`config.mk`:
```
export PLATFORM = sky130hd
export DESIGN_NAME = pc_stack_unit
export DESIGN_NICKNAME = d
export VERILOG_FILES = /design/src/rtl/pc_pkg.sv /design/src/rtl/pc_stack_unit_ret_stack.sv /design/src/rtl/pc_stack_unit.sv
export SDC_FILE = /design/constraint.sdc
export NUM_CORES = 1
export LEC_CHECK = 0
export ABC_AREA = 1
export CAP_MARGIN = 20
export CORE_ASPECT_RATIO = 1.4
export CORE_MARGIN = 4
export CORE_UTILIZATION = 40
export CTS_CLUSTER_SIZE = 30
export DETAILED_ROUTE_END_ITERATION = 6
export GPL_TIMING_DRIVEN = 0
export PLACE_DENSITY = 0.6
export SETUP_SLACK_MARGIN = 0.5
export SYNTH_ARGS = -nofsm -noshare
export SYNTH_HDL_FRONTEND = slang
export SYNTH_SLANG_ARGS = --single-unit
```
`constraint.sdc`:
```
create_clock -name clk -period 3 [get_ports clk]
set_clock_uncertainty 0.05 [all_clocks]
set_input_delay 0.45 -clock clk [delete_from_list [all_inputs] [get_ports clk]]
set_output_delay 0.45 -clock clk [all_outputs]
set_load 0.01 [all_outputs]
```
`src/rtl/pc_pkg.sv`:
```
// Shared program-counter definitions for the control unit and pc_stack_unit.
// Holds default sizing and the PC operation encoding.
package pc_pkg;

    localparam int PC_W_DEF  = 10;
    localparam int DEPTH_DEF = 8;
    localparam int RESET_VEC_DEF = 0;

    typedef enum logic [2:0] {
        PC_HOLD,
        PC_INC,
        PC_JUMP,
        PC_CALL,
        PC_RET
    } pc_op_e;

endpackage

```
`src/rtl/pc_stack_unit_ret_stack.sv`:
```
// Return-address LIFO with depth count, full/empty and push/pop.
// Build option PC_STACK_WRAP_EN: circular storage, push when full drops oldest.
module ret_stack
    import pc_pkg::*;
#(
    parameter int PC_W  = PC_W_DEF,
    parameter int DEPTH = DEPTH_DEF
) (
    input  logic                       clk,
    input  logic                       reset,
    input  logic                       push,
    input  logic                       pop,
    input  logic [PC_W-1:0]            push_data,
    output logic [PC_W-1:0]            top_data,
    output logic [$clog2(DEPTH+1)-1:0] depth,
    output logic                       full,
    output logic                       empty
);

    localparam int DW = $clog2(DEPTH + 1);
    localparam int AW = $clog2(DEPTH);

    logic [PC_W-1:0] mem [DEPTH];
    logic [AW-1:0]   wr_idx;
    logic [AW-1:0]   rd_idx;

    assign full  = (depth == DW'(DEPTH));
    assign empty = (depth == '0);

`ifdef PC_STACK_WRAP_EN
    // Top pointer runs modulo DEPTH, independent of the count.
    logic [AW-1:0] ptr;
    logic [AW-1:0] ptr_inc;
    logic [AW-1:0] ptr_dec;

    assign ptr_inc = (ptr == AW'(DEPTH - 1)) ? '0 : ptr + 1'b1;
    assign ptr_dec = (ptr == '0) ? AW'(DEPTH - 1) : ptr - 1'b1;
    assign wr_idx  = ptr;
    assign rd_idx  = ptr_dec;

    always_ff @(posedge clk) begin
        if (reset) begin
            ptr <= '0;
        end else if (push) begin
            ptr <= ptr_inc;
        end else if (pop) begin
            ptr <= ptr_dec;
        end
    end
`else
    assign wr_idx = AW'(depth);
    assign rd_idx = AW'(depth - 1'b1);
`endif

    always_ff @(posedge clk) begin
        if (reset) begin
            depth <= '0;
        end else if (push) begin
            if (!full) begin
                depth <= depth + 1'b1;
            end
        end else if (pop) begin
            depth <= depth - 1'b1;
        end
    end

    always_ff @(posedge clk) begin
        if (push) begin
            mem[wr_idx] <= push_data;
        end
    end

    assign top_data = mem[rd_idx];

endmodule

```
`src/rtl/pc_stack_unit.sv`:
```
// Program counter with return-address stack, stall and sticky ovf/unf flags.
// Build option PC_STACK_WRAP_EN: call on a full stack overwrites the oldest entry.
module pc_stack_unit
    import pc_pkg::*;
#(
    parameter int              PC_W      = PC_W_DEF,
    parameter int              DEPTH     = DEPTH_DEF,
    parameter logic [PC_W-1:0] RESET_VEC = PC_W'(RESET_VEC_DEF)
) (
    input  logic                       clk,
    input  logic                       reset,
    input  logic                       stall,
    input  logic                       s_inc,
    input  logic [PC_W-1:0]            jump_target,
    input  logic                       call,
    input  logic                       ret,
    output logic [PC_W-1:0]            pc,
    output logic [$clog2(DEPTH+1)-1:0] depth,
    output logic                       stack_full,
    output logic                       stack_empty,
    output logic                       ovf,
    output logic                       unf
);

`ifdef PC_STACK_WRAP_EN
    localparam bit WRAP = 1'b1;
`else
    localparam bit WRAP = 1'b0;
`endif

    pc_op_e          op;
    logic [PC_W-1:0] pc_inc;
    logic [PC_W-1:0] top_data;
    logic            push;
    logic            pop;

    always_comb begin
        op = PC_JUMP;
        if (stall) begin
            op = PC_HOLD;
        end else if (ret) begin
            op = PC_RET;
        end else if (call) begin
            op = PC_CALL;
        end else if (s_inc) begin
            op = PC_INC;
        end
    end

    assign pc_inc = pc + 1'b1;
    assign push   = !reset && (op == PC_CALL)
                    && (!stack_full || WRAP);
    assign pop    = !reset && (op == PC_RET) && !stack_empty;

    ret_stack #(
        .PC_W  (PC_W),
        .DEPTH (DEPTH)
    ) u_stack (
        .clk       (clk),
        .reset     (reset),
        .push      (push),
        .pop       (pop),
        .push_data (pc_inc),
        .top_data  (top_data),
        .depth     (depth),
        .full      (stack_full),
        .empty     (stack_empty)
    );

    always_ff @(posedge clk) begin
        if (reset) begin
            pc  <= RESET_VEC;
            ovf <= 1'b0;
            unf <= 1'b0;
        end else begin
            unique case (op)
                PC_HOLD: ;
                PC_RET: begin
                    if (stack_empty) begin
                        pc  <= pc_inc;
                        unf <= 1'b1;
                    end else begin
                        pc <= top_data;
                    end
                end
                PC_CALL: begin
                    if (stack_full) begin
                        ovf <= 1'b1;
                    end
                    // Without wrap a full-stack call falls through.
                    pc <= (stack_full && !WRAP) ? pc_inc : jump_target;
                end
                PC_INC:  pc <= pc_inc;
                PC_JUMP: pc <= jump_target;
                default: pc <= pc;
            endcase
        end
    end

endmodule

```
==> impl_metrics.toml <==
[logic_synthesis]
synthFlopType = "edfxtp_1"
syn_nets = 487
ys_async_sr_fraction_pct = 0
synthCells = 468
synth_area_mm2 = 0.004492
yosys.cell_count.top_type = "nand2_1"
synth_area_leader_cell = "edfxtp_1"
avgSynthCellArea_um2 = 9.598
synth_edf_count = 80
yosysWarnings = 0
synthTopCellsByArea = "edfxtp_1 (53%), nand2_1 (12%), nand3_1 (8.6%)"
synth_common_cells = "nand2_1 (139), edfxtp_1 (80), nand3_1 (77)"
ys_seq_area_share_pct = 60.61
ys_types = 33
synth_top_cell_area_share_pct = 53.48
ys_seq_elements = 96

[sta]
hold_violations = 0
setup_tns_ns = 0
slew_viol_final = 0
whs_ns = 0.3872
rsz0062_at_grt = "yes"
fin_crit_ns = 2.497
worst_pin_slew_ns = 0.7390
fmax_ghz = 0.4005
relSlewSlack_pct = 50.38
finalCritPeriodShare_pct = 83.23
setup_viol_count_final = 0
layout_setup_ws_ns = 0.5030

[global_route]
grt_max_degree = 16
grt_pass1_wl_mm = 18.35
grt.overflow.total = 0
grt_usage_pct = 18.36
grt_pass1_vias = 3505
antenna_found_initial = 0

[route]
avgRoutedWirePerCell_um = 17.48
drt-total-wl_mm = 11.56
drc = 0
met2_length_mm = 5.971
route.met3.wl_um = 450
num_vias = 3445
antenna_left = 0
drt_pass1_iterations = 5
drt-met1-wl_mm = 4.692
drtIter0Drc = 240
via_per_inst = 5.212
top_layer_used = "met4"

[critical_path]
arrival_ns = 2.42
cp_max_fo = 10
critical_path_class = "register to register"
path_delay_family = "simple AND/OR/NAND/NOR gates"
worst-path-buf-inv = 3
crit_chain = "buf_2 > inv_4 > buf_8 > ha_4 > nand3_4 > nand2_4 > nor2_4 > nand2_1 > nor2_2"
critPathLaunchType = "register"
max_stage_delay_ns = 0.56
critPathCaptureType = "register"
critPathRequiredTime_ns = 2.92
cp_slowest_cell = "nor2_2"

[hold_path]
min_path_type = "primary input to register"

[finish]
n_fill_cell = 1044
diodes = 0
finish.utilization_pct = 49.52
design_area_mm2 = 0.005409
stdcell_count = 661
layout.nets = 534
area_delta_synth_final_pct = 20.42
final_layout_size_suffix_gt1_share_pct = 13.85

[die]
rows = 45
die_width_um = 97.56
coreArea_mm2 = 0.01092
ioPinCount = 34
die_h_um = 133.4
start_util_pct = 41.12
dieArea_mm2 = 0.01301

[cts]
h-tree-depth = 3
tritoncts = "built"
clk_path_buf_depth = 2
hold_buffers = 0
cts.sinks = 96
clkTransAtPathRegs_ns = 0.06
clock_latency_ns = 0.33
cts_buffers = 9
clockRootBuffer = "clkbuf_16"

[placed_design]
placedCellCount = 643
dpl.hpwl_mm = 8.232
pre_cts_ws_ns = -0.05517
numPortBuffers = 32
gp_congestion = 0.8607
place_area_mm2 = 0.005017

[power]
finalPower_mw = 3.116
vdd_drop_max_v = 0.0004213
pwr_density_cell_mw_per_mm2 = 576.2
p_leak_nw = 2.073

[status]
run_status = "finished, final reports clean"

[flow_run]
drv_cap = 0
[worst reg2reg max path, cell delays in order (launching register included)]
cell	delay (ns)
dfxtp_1	0.36
buf_2	0.24
inv_4	0.05
buf_8	0.15
ha_4	0.18
nand3_4	0.12
nand2_4	0.10
nor2_4	0.16
nand2_1	0.17
nor2_2	0.56
[metal layers]
layer / vias up / track usage (%)
met5: - / 0
met4: 0 / 10.47
met3: 27 / 1.781
met2: 108 / 32.11
met1: 1626 / 21.97
li1: 1684 / -
[cell usage in the layout (no fill, tap or decap), drive strengths merged, types with 8 or more instances in the layout]
master         netlist  layout
o211ai              10      10
clkbuf               4      15
nor2                41      41
dfxtp               16      16
clkdlybuf4s50        0      30
edfxtp              80      80
inv                 36      36
nand2              147     147
a21oi                8       8
nand3               80      80
o21ai               14      14
buf                 14      17
[state kept, by name, summed over array words and instances, names as in the netlist]
name / count
unf: 1
ovf: 1
pc: 10
u_stack.mem: 80
u_stack.depth: 4
[logic make-up after synthesis]
family / share of synthesized area, %
and+or+nand+nor: 27.58
buffers and inverters: 5.181
xor gates and xnor gates: 0.9751
adders and majority gates: 0.8357
AOI/OAI and AO/OA: 4.819
DFF: 60.61
[layout make-up]
cell class / count / area, um2 / share of cell area, %
clock inverter: 6 / 83.83 / 1.550
clock buffer: 10 / 229.0 / 4.233
multi-input combinational: 318 / 1588 / 29.35
timing repair buffer: 36 / 364.1 / 6.731
sequential: 96 / 2723 / 50.34
inverter: 36 / 140.1 / 2.591
buffer: 18 / 105.1 / 1.943
tap: 141 / 176.4 / 3.262
[power breakdown]
group	switching [mW]	internal [mW]
combinational	0.271	0.151
clock	0.469	0.726
sequential	0.0233	1.48
[repair_timing]
action / CTS / global route
gates resized for setup: 12 / 6
endpoints found under the hold margin: 0 / 0
buffers inserted: 1 / 1
setup endpoints to repair: 79 / 61
[path summary, 6_finish.rpt]
kind                                  from                           to  slack (ns)  cells past startpoint
max          u_stack.depth[0]$_SDFFE_PP0P_  u_stack.mem[3][8]$_DFFE_PP_        0.50                      9
min                                  reset             ovf$_SDFFE_PP0P_        0.39                      2
max reg2reg  u_stack.depth[0]$_SDFFE_PP0P_  u_stack.mem[3][8]$_DFFE_PP_        0.50                      9
min reg2reg               ovf$_SDFFE_PP0P_             ovf$_SDFFE_PP0P_        0.42                      2
(Power assumes the default switching activity.)
